File: src/rtl/mac_dot_seq_pkg.sv
// Shared types for the MAC dot-product sequencer: controller states and a
// width-generic two's complement add with optional clamping.
package mac_dot_seq_pkg;

  typedef enum logic [1:0] {IDLE, RUN, WAIT, DONE} state_t;

  localparam int SUM_W = 64;

  typedef struct packed {
    logic                    ovf;
    logic signed [SUM_W-1:0] sum;
  } sat_res_t;

  // Operands arrive sign-extended from w bits, so the wide add never overflows.
  // The caller keeps the low w bits; with en=0 that is plain wrap-around.
  function automatic sat_res_t sat_add(input logic signed [SUM_W-1:0] a,
                                       input logic signed [SUM_W-1:0] b,
                                       input int unsigned w,
                                       input logic en);
    sat_res_t r;
    logic signed [SUM_W-1:0] s;
    logic signed [SUM_W-1:0] hi;
    logic signed [SUM_W-1:0] lo;
    s  = a + b;
    hi = (64'sd1 <<< (w - 1)) - 64'sd1;
    lo = -hi - 64'sd1;
    r.ovf = 1'b0;
    r.sum = s;
    if (en) begin
      if (s > hi) begin
        r.ovf = 1'b1;
        r.sum = hi;
      end else if (s < lo) begin
        r.ovf = 1'b1;
        r.sum = lo;
      end
    end
    return r;
  endfunction

endpackage

File: src/rtl/mac_dot_seq_if.sv
// Operand, multiplier and result signals between the MAC sequencer and the
// blocks around it. The sequencer takes the slave side.
interface mac_dot_seq_if #(
  parameter int N     = 8,
  parameter int LEN_W = 8
);
  logic             start;
  logic [LEN_W-1:0] len;
  logic             in_valid;
  logic             in_ready;
  logic [N-1:0]     a_in;
  logic [N-1:0]     x_in;
  logic [N-1:0]     mult_a;
  logic [N-1:0]     mult_x;
  logic [N-1:0]     mult_ax;
  logic [N-1:0]     acc_out;
  logic             sat_flag;
  logic             out_valid;
  logic             out_ready;
  logic             busy;

  modport slave (
    input  start, len, in_valid, a_in, x_in, mult_ax, out_ready,
    output in_ready, mult_a, mult_x, acc_out, sat_flag, out_valid, busy
  );

  modport master (
    output start, len, in_valid, a_in, x_in, mult_ax, out_ready,
    input  in_ready, mult_a, mult_x, acc_out, sat_flag, out_valid, busy
  );
endinterface

File: src/rtl/mac_dot_seq_pipe.sv
// Two-stage operand/product pipeline feeding the accumulator. Stage 1 drives
// the external multiplier directly; stage 2 captures its product.
module mac_dot_pipe
  import mac_dot_seq_pkg::*;
#(
  parameter int N   = 8,
  parameter bit SAT = 1'b1
) (
  input  logic         clk,
  input  logic         rst,
  input  logic         accept,
  input  logic         last_in,
  input  logic         clear,
  input  logic [N-1:0] a_in,
  input  logic [N-1:0] x_in,
  input  logic [N-1:0] mult_ax,
  output logic [N-1:0] mult_a,
  output logic [N-1:0] mult_x,
  output logic [N-1:0] acc,
  output logic         sat_flag,
  output logic         s2_v,
  output logic         s2_last
);

  logic               s1_v;
  logic               s1_last;
  logic [N-1:0]       prod;
  sat_res_t           acc_sum;
  logic [SUM_W-N-1:0] sum_ext_unused;

  always_comb begin
    acc_sum = sat_add({{(SUM_W-N){acc[N-1]}}, acc},
                      {{(SUM_W-N){prod[N-1]}}, prod}, N, SAT);
  end

  assign sum_ext_unused = acc_sum.sum[SUM_W-1:N];

  // Operands hold between accepts so the multiplier input stays quiet.
  always_ff @(posedge clk or posedge rst) begin
    if (rst) begin
      mult_a  <= '0;
      mult_x  <= '0;
      s1_v    <= 1'b0;
      s1_last <= 1'b0;
    end else begin
      s1_v    <= accept;
      s1_last <= accept & last_in;
      if (accept) begin
        mult_a <= a_in;
        mult_x <= x_in;
      end
    end
  end

  always_ff @(posedge clk or posedge rst) begin
    if (rst) begin
      prod    <= '0;
      s2_v    <= 1'b0;
      s2_last <= 1'b0;
    end else begin
      prod    <= mult_ax;
      s2_v    <= s1_v;
      s2_last <= s1_last;
    end
  end

  // clear only fires in IDLE, when the pipeline is already empty.
  always_ff @(posedge clk or posedge rst) begin
    if (rst) begin
      acc      <= '0;
      sat_flag <= 1'b0;
    end else if (clear) begin
      acc      <= '0;
      sat_flag <= 1'b0;
    end else if (s2_v) begin
      acc      <= acc_sum.sum[N-1:0];
      sat_flag <= sat_flag | acc_sum.ovf;
    end
  end

endmodule

File: src/rtl/mac_dot_seq.sv
// Dot-product job controller: counts beats into the shared multiplier
// pipeline and hands the accumulated result to the consumer.
module mac_dot_seq
  import mac_dot_seq_pkg::*;
#(
  parameter int N     = 8,
  parameter int LEN_W = 8,
  parameter bit SAT   = 1'b1
) (
  input logic          clk,
  input logic          rst,
  mac_dot_seq_if.slave bus
);

  localparam logic [LEN_W-1:0] ONE = LEN_W'(1);

  state_t           state_q;
  state_t           state_d;
  logic [LEN_W-1:0] cnt_q;
  logic [LEN_W-1:0] cnt_d;
  logic             accept;
  logic             clear;
  logic             last_beat;
  logic             s2_v;
  logic             s2_last;

  assign last_beat = (cnt_q == ONE);
  assign bus.busy  = (state_q != IDLE);

  always_ff @(posedge clk or posedge rst) begin
    if (rst) begin
      state_q <= IDLE;
      cnt_q   <= '0;
    end else begin
      state_q <= state_d;
      cnt_q   <= cnt_d;
    end
  end

  // WAIT lets the final beat drain through both stages before DONE.
  always_comb begin
    state_d       = state_q;
    cnt_d         = cnt_q;
    clear         = 1'b0;
    accept        = 1'b0;
    bus.in_ready  = 1'b0;
    bus.out_valid = 1'b0;
    case (state_q)
      IDLE: begin
        if (bus.start) begin
          clear = 1'b1;
          if (bus.len != '0) begin
            state_d = RUN;
            cnt_d   = bus.len;
          end else begin
            state_d = DONE;
          end
        end
      end
      RUN: begin
        bus.in_ready = 1'b1;
        accept       = bus.in_valid;
        if (accept) begin
          cnt_d = cnt_q - ONE;
          if (last_beat) state_d = WAIT;
        end
      end
      WAIT: begin
        if (s2_v && s2_last) state_d = DONE;
      end
      DONE: begin
        bus.out_valid = 1'b1;
        if (bus.out_ready) state_d = IDLE;
      end
      default: state_d = IDLE;
    endcase
  end

  mac_dot_pipe #(
    .N   (N),
    .SAT (SAT)
  ) u_pipe (
    .clk      (clk),
    .rst      (rst),
    .accept   (accept),
    .last_in  (last_beat),
    .clear    (clear),
    .a_in     (bus.a_in),
    .x_in     (bus.x_in),
    .mult_ax  (bus.mult_ax),
    .mult_a   (bus.mult_a),
    .mult_x   (bus.mult_x),
    .acc      (bus.acc_out),
    .sat_flag (bus.sat_flag),
    .s2_v     (s2_v),
    .s2_last  (s2_last)
  );

endmodule

File: src/flat_wrapper.sv
// flat-port wrapper written by rule: the top's interface ports become plain ports
module mac_dot_seq_flat import mac_dot_seq_pkg::*;
#(
  parameter int N     = 8,
  parameter int LEN_W = 8,
  parameter bit SAT   = 1'b1
)
  (clk, rst, bus_start, bus_len, bus_in_valid, bus_a_in, bus_x_in, bus_mult_ax, bus_out_ready, bus_in_ready, bus_mult_a, bus_mult_x, bus_acc_out, bus_sat_flag, bus_out_valid, bus_busy);
  mac_dot_seq_if #(.N(N), .LEN_W(LEN_W)) bus_i ();
  input logic clk;
  input logic rst;
  input wire logic [$bits(bus_i.start)-1:0] bus_start;
  input wire logic [$bits(bus_i.len)-1:0] bus_len;
  input wire logic [$bits(bus_i.in_valid)-1:0] bus_in_valid;
  input wire logic [$bits(bus_i.a_in)-1:0] bus_a_in;
  input wire logic [$bits(bus_i.x_in)-1:0] bus_x_in;
  input wire logic [$bits(bus_i.mult_ax)-1:0] bus_mult_ax;
  input wire logic [$bits(bus_i.out_ready)-1:0] bus_out_ready;
  output wire logic [$bits(bus_i.in_ready)-1:0] bus_in_ready;
  output wire logic [$bits(bus_i.mult_a)-1:0] bus_mult_a;
  output wire logic [$bits(bus_i.mult_x)-1:0] bus_mult_x;
  output wire logic [$bits(bus_i.acc_out)-1:0] bus_acc_out;
  output wire logic [$bits(bus_i.sat_flag)-1:0] bus_sat_flag;
  output wire logic [$bits(bus_i.out_valid)-1:0] bus_out_valid;
  output wire logic [$bits(bus_i.busy)-1:0] bus_busy;
  assign bus_i.start = bus_start;
  assign bus_i.len = bus_len;
  assign bus_i.in_valid = bus_in_valid;
  assign bus_i.a_in = bus_a_in;
  assign bus_i.x_in = bus_x_in;
  assign bus_i.mult_ax = bus_mult_ax;
  assign bus_i.out_ready = bus_out_ready;
  assign bus_in_ready = bus_i.in_ready;
  assign bus_mult_a = bus_i.mult_a;
  assign bus_mult_x = bus_i.mult_x;
  assign bus_acc_out = bus_i.acc_out;
  assign bus_sat_flag = bus_i.sat_flag;
  assign bus_out_valid = bus_i.out_valid;
  assign bus_busy = bus_i.busy;
  mac_dot_seq #(.N(N), .LEN_W(LEN_W), .SAT(SAT)) u_core (.clk(clk), .rst(rst), .bus(bus_i));
endmodule
File: config.mk
export PLATFORM = sky130hd
export DESIGN_NAME = mac_dot_seq_flat
export DESIGN_NICKNAME = d
export VERILOG_FILES = /design/src/rtl/mac_dot_seq_pkg.sv /design/src/rtl/mac_dot_seq_if.sv /design/src/rtl/mac_dot_seq_pipe.sv /design/src/rtl/mac_dot_seq.sv /design/src/flat_wrapper.sv
export SDC_FILE = /design/constraint.sdc
export NUM_CORES = 1
export LEC_CHECK = 0
export ABC_AREA = 1
export CORE_MARGIN = 3
export CORE_UTILIZATION = 49
export CTS_CLUSTER_SIZE = 14
export DETAILED_ROUTE_END_ITERATION = 6
export PLACE_DENSITY = 0.86
export SYNTH_ARGS = -nofsm -noshare
export SYNTH_HDL_FRONTEND = slang
export SYNTH_SLANG_ARGS = --single-unit
File: constraint.sdc
create_clock -name clk -period 2.5 [get_ports clk]
set_clock_uncertainty 0.15 [all_clocks]
set_input_delay 0.25 -clock clk [delete_from_list [all_inputs] [get_ports clk]]
set_output_delay 0.25 -clock clk [all_outputs]
set_load 0.01 [all_outputs]
==> impl_metrics.json, run 1 <==
{
  "critical_path_required_ns": 2.10,
  "synth_cell_types": 33,
  "grt_usage_pct": 19.7,
  "rsz0062_at_grt": "no",
  "critical_path_class": "flip-flop to primary output",
  "syn_inst": 303,
  "gr-total-overflow": 0,
  "start_kind": "flip-flop",
  "fillers": 365,
  "die_y_um": 77.7,
  "drtPass1Iterations": 6,
  "ys_async_sr_fraction_pct": 100,
  "synthFlopType": "dfrtp_1",
  "worstMarginPinSlew_ns": 0.557,
  "max-cap-violations": 0,
  "die_area_um2": 6030,
  "cts_root_buf": "clkbuf_8",
  "drive_above_1_share_pct": 10.8,
  "tritoncts.num_buffers": 5,
  "cts_hold_buf": 0,
  "power_density_nw_per_um2": 1150,
  "finalCritPeriodShare_pct": 91.8,
  "drt_wl_total_mm": 5.54,
  "irDropWorstVdd_uv": 541,
  "cts_tree": "yes",
  "vias": 2136,
  "endpoint_kind": "primary output",
  "insertion_delay_ns": 0.30,
  "timing.fmax_ghz": 0.436,
  "layout.nets": 423,
  "drc": 0,
  "viasPerCell": 4.87,
  "hpwl_mm": 4.26,
  "setup_viol": 0,
  "grt_max_degree": 48,
  "drt_iter0_drc": 114,
  "syn-num-nets": 355,
  "placement.io_buffers": 64,
  "syn_area_um2": 2520,
  "core_um2": 4850,
  "total_power_mw": 3.81,
  "synth_edf_count": 0,
  "post_cts_buffers": 0,
  "power.leakage_nw": 1.64,
  "timing.setup.tns_ns": 0,
  "rows": 25,
  "clockBufferDepth": 2,
  "yosys_warnings": 0,
  "cts-resized-gates": 0,
  "finalMaxSlewViolations": 0,
  "wl_per_cell_um": 12.6,
  "grt_pass1_vias": 2123,
  "hold_path.class": "flip-flop to flip-flop",
  "synth_area_per_cell_um2": 8.30,
  "area_delta_synth_final_pct": 31.7,
  "grt_pass1_wl_mm": 9.63,
  "reg2reg_setup_slack_ns": 0.35,
  "ios": 65,
  "critical_path.max_fanout": 10,
  "hold_viol": 0,
  "ys_seq_area_share_pct": 46.7,
  "clk_pin_slew_worst_paths_ns": 0.09,
  "max_slew_margin_pct": 62.7,
  "gp_congestion": 0.850,
  "arrival_ns": 1.90,
  "clock-sinks": 47,
  "final_antenna_net_count": 0,
  "diodes": 0,
  "antenna_found_initial": 0,
  "htree_levels": 2,
  "status": "completed",
  "initial_core_util_pct": 51.9,
  "ys_ff_latch": 47,
  "final.min_clock_period_ns": 2.30,
  "die_w_um": 77.7
}
==> layer usage <==
metal  vias up  part of all wire (%)  GRT usage, %
met3         6                   6.3          5.22
met2        66                    48          33.1
met4         0                  0.79          4.09
li1       1088                     -             -
met1       976                    45          25.5
met5         -                     0             0
==> layout by cell type, fill, tap and decap left out, drive strengths merged, types with 7 or more instances in the layout <==
cell	instances
nand2	122
clkdlybuf4s50	64
dfrtp	47
inv	30
nand3	20
nor2	19
o21ai	16
ha	14
nor3	8
a21oi	7
==> Yosys cell counts (3+ instances only) <==
library cell  instances  area share [%]
ha_1                 14             7.0
inv_2                 3            0.45
nor3_1                6             1.2
nand2_2               7             1.7
xor2_1                4             1.4
o21ai_1               4            0.80
a21oi_2               4             1.4
inv_1                26             3.9
o21ai_0              10             2.0
nand2_1             113              17
nand3_1              18             3.6
dfrtp_1              47              47
nor2_1               17             2.5
==> per-stage QoR <==
step | cells | cell area, um2 | setup slack [ns] | hold slack, ns | utilization [%]
finish | 439 | 3310 | 0.204 | 0.206 | 68.3
global route | 439 | 3310 | 0.0619 | 0.218 | 68.3
CTS | 439 | 3310 | 0.172 | 0.209 | 68.3
detailed placement | 431 | 3220 | 0.372 | 0.185 | 66.4
global placement | 431 | 3220 | 0.472 | 0.182 | 66.4
floorplan | 303 | 2520 | 0.541 | 0.131 | -
==> layout make-up <==
class,instances,area [um2],area share [%]
flip-flops and latches,47,1180,35.5
inverters,31,121,3.66
well taps,67,83.8,2.53
multi-input cells,220,1180,35.7
repair buffers,66,656,19.8
clock inverters,3,23.8,0.718
clock buffers,5,68.8,2.08
==> final timing paths <==
path,from,end,cells after the start
hold / removal,u_core.u_pipe.s1_last$_DFF_PP0_,u_core.u_pipe.s2_last$_DFF_PP0_,0
hold reg to reg,u_core.u_pipe.s1_last$_DFF_PP0_,u_core.u_pipe.s2_last$_DFF_PP0_,0
setup reg to reg,u_core.state_q[1]$_DFFE_PP0P_,u_core.cnt_q[7]$_DFFE_PP0P_,8
max in group asynchronous,rst,u_core.u_pipe.prod[7]$_DFF_PP0_,3
setup / recovery,u_core.state_q[1]$_DFFE_PP0P_,bus_in_ready,3
min in group asynchronous,rst,u_core.u_pipe.mult_a[2]$_DFFE_PP0P_,3
==> cells by family (layout without fill, tap and decap cells) <==
logic type,Yosys count,in the layout,share of synthesized area (%)
simple gates,170,170,29.1
flops,47,47,46.7
buf+inv,36,105,6.22
compound gates,29,29,8.06
fa+ha+maj,15,15,7.76
xor+xnor,6,6,2.09
==> report_power, final <==
| part | switching [mW] | internal [mW] | total [mW] |
|---|---|---|---|
| logic | 1.17 | 0.919 | 2.09 |
| registers | 0.210 | 1.04 | 1.25 |
| clock network | 0.264 | 0.200 | 0.464 |
==> worst max-delay path: stages (launching register included) <==
cell and delay [ns]:
dfrtp_1 0.42, inv_1 0.09, ha_1 0.45, clkdlybuf4s50_1 0.64
==> state kept, by name, summed over array words and instances, names as in the netlist <==
register,flops
u_core.cnt_q,8
u_core.u_pipe.acc,8
u_core.u_pipe.mult_a,8
u_core.u_pipe.mult_x,8
u_core.u_pipe.prod,8
u_core.state_q,2
u_core.u_pipe.s1_last,1
u_core.u_pipe.s1_v,1
u_core.u_pipe.s2_last,1
u_core.u_pipe.s2_v,1
u_core.u_pipe.sat_flag,1
Note: power is estimated with default switching activity, not from simulation.
==> inputs of run 2 (changes only) <==
- GPL_TIMING_DRIVEN: unset -> 0
==> run 2 against run 1 <==
Flip-flop and latch count unchanged; clock power up 3%; via count up 3.3%; die area unchanged; combinational power up 3%; total power up 2.0%; sequential share of layout area down 0.57 points; non-clock buffer count up 4; global-route usage down 0.29 points; maximum frequency up 6.7%; clock-buffer cell count up 1; critical path depth up 9; critical endpoint is now u_core.u_pipe.acc[0]$_DFFE_PP0P_; largest cell class unchanged; largest power group unchanged; highest routed layer unchanged.
==> impl_metrics.json, run 2 (synthesized netlist as in run 1, its figures left out) <==
{
  "rsz0062_at_grt": "no",
  "final_cell_count_no_fill": 443,
  "cts-resized-gates": 0,
  "ios": 65,
  "timing.setup.tns_ns": 0,
  "layout_commonest_cell": "nand2_1",
  "timing.fmax_ghz": 0.465,
  "gp_congestion": 0.905,
  "antenna_found_initial": 0,
  "worstMarginPinSlew_ns": 0.570,
  "drtPass1Iterations": 4,
  "finalCritPeriodShare_pct": 86.1,
  "final_cell_mix": "113 x nand2_1, 64 x clkdlybuf4s50_1, 47 x dfrtp_1",
  "setup_viol": 0,
  "cts_root_buf": "clkbuf_8",
  "drive_above_1_share_pct": 11.2,
  "hold_viol": 0,
  "final_antenna_net_count": 0,
  "clk_pin_slew_worst_paths_ns": 0.09,
  "layout.nets": 427,
  "htree_levels": 2,
  "die_y_um": 77.7,
  "critical_path_required_ns": 2.55,
  "initial_core_util_pct": 51.9,
  "core_um2": 4850,
  "cts_hold_buf": 0,
  "irDropWorstVdd_uv": 804,
  "post_cts_buffers": 0,
  "drt_iter0_drc": 99,
  "final.min_clock_period_ns": 2.15,
  "wl_per_cell_um": 12.3,
  "cts_tree": "yes",
  "max-cap-violations": 0,
  "max_slew_margin_pct": 61.9,
  "critical_path.max_fanout": 4,
  "r2r_cells": 12,
  "power.leakage_nw": 1.67,
  "drc": 0,
  "endpoint_kind": "flip-flop",
  "insertion_delay_ns": 0.30,
  "hold_path.class": "input pin to async pin",
  "placement.io_buffers": 64,
  "rows": 25,
  "die_area_um2": 6030,
  "tritoncts.num_buffers": 5,
  "crit_chain": "ha_1 > fa_1 > nand2_1 > nand2_2 > nand3_1 > nand2_1 > nand2_1 > nand2_2 > nand2_4 > nand2_1 > nand2_1 > nand2_1",
  "grt_pass1_vias": 2171,
  "gr-total-overflow": 0,
  "cp_common_cell": "nand2_1",
  "die_w_um": 77.7,
  "vias": 2206,
  "power_density_nw_per_um2": 1150,
  "grt_pass1_wl_mm": 9.39,
  "diodes": 0,
  "grt_usage_pct": 19.4,
  "holdWs_ns": 0.144,
  "status": "completed",
  "start_kind": "flip-flop",
  "crit_slowest_cell": "dfrtp_1",
  "grt_max_degree": 26,
  "hpwl_mm": 4.29,
  "finalMaxSlewViolations": 0,
  "critical_path_class": "flip-flop to flip-flop",
  "drt_wl_total_mm": 5.44,
  "area_delta_synth_final_pct": 33.8,
  "clock-sinks": 47,
  "arrival_ns": 2.20,
  "viasPerCell": 4.98,
  "slowest_delay_ns": 0.42,
  "placed_cells": 435,
  "clockBufferDepth": 2
}
==> run 2: cell types whose count changed in the layout (fill, tap and decap cells not counted), sizes merged <==
cell and delta:
clkbuf +3, buf +2, clkinv +1, clkinvlp -1, inv -1
==> run 2: routing by layer <==
layer  GRT usage [%]  up-vias  routed length, um
met5               0        -                  0
met4            4.45        0                 43
met3            6.03        7                357
met2            33.4       65               2720
met1            23.7     1037               2320
li1                -     1097                  -
==> run 2: final timing paths <==
check | slack [ns] | start | endpoint
max in group asynchronous | 1.55 | rst | u_core.u_pipe.sat_flag$_DFFE_PP0P_
min in group clk | 0.20 | u_core.u_pipe.s1_v$_DFF_PP0_ | u_core.u_pipe.s2_v$_DFF_PP0_
worst max-delay path | 0.35 | u_core.u_pipe.acc[0]$_DFFE_PP0P_ | u_core.u_pipe.acc[0]$_DFFE_PP0P_
worst min register to register | 0.20 | u_core.u_pipe.s1_v$_DFF_PP0_ | u_core.u_pipe.s2_v$_DFF_PP0_
worst min-delay path | 0.14 | rst | u_core.u_pipe.mult_a[2]$_DFFE_PP0P_
worst max register to register | 0.35 | u_core.u_pipe.acc[0]$_DFFE_PP0P_ | u_core.u_pipe.acc[0]$_DFFE_PP0P_
==> run 2: critical path: cells and delay by family (launching register included) <==
| kind | cells | cell delay [ns] |
|---|---|---|
| adders and majority gates | 2 | 0.65 |
| DFF | 1 | 0.42 |
| and+or+nand+nor | 10 | 0.84 |
==> run 2: power by group <==
group | internal (mW) | switching, mW | leakage [nW]
Sequential | 1.04 | 0.209 | 0.588
Clock | 0.226 | 0.254 | 0.0474
Combinational | 0.962 | 1.19 | 1.03
==> run 2: area by class of cell <==
type,count,area [um2]
Clock inverter,2,16.3
Multi-Input combinational cell,220,1180
Inverter,31,121
Timing Repair Buffer,65,668
Tap cell,67,83.8
Clock buffer,6,82.6
Fill cell,380,1480
Buffer,5,35.0
Sequential cell,47,1180
==> run 2: per-stage QoR <==
stage | util, % | total power, mW | area, um2 | worst slack [ns]
finish | 69.4 | 3.89 | 3370 | 0.348
global route | 69.4 | 4.22 | 3370 | 0.171
CTS | 69.4 | 3.92 | 3370 | 0.349
detailed placement | 67.4 | 3.42 | 3270 | 0.379
global placement | 66.8 | 3.32 | 3240 | 0.0742
floorplan | - | 2.62 | 2520 | 0.541
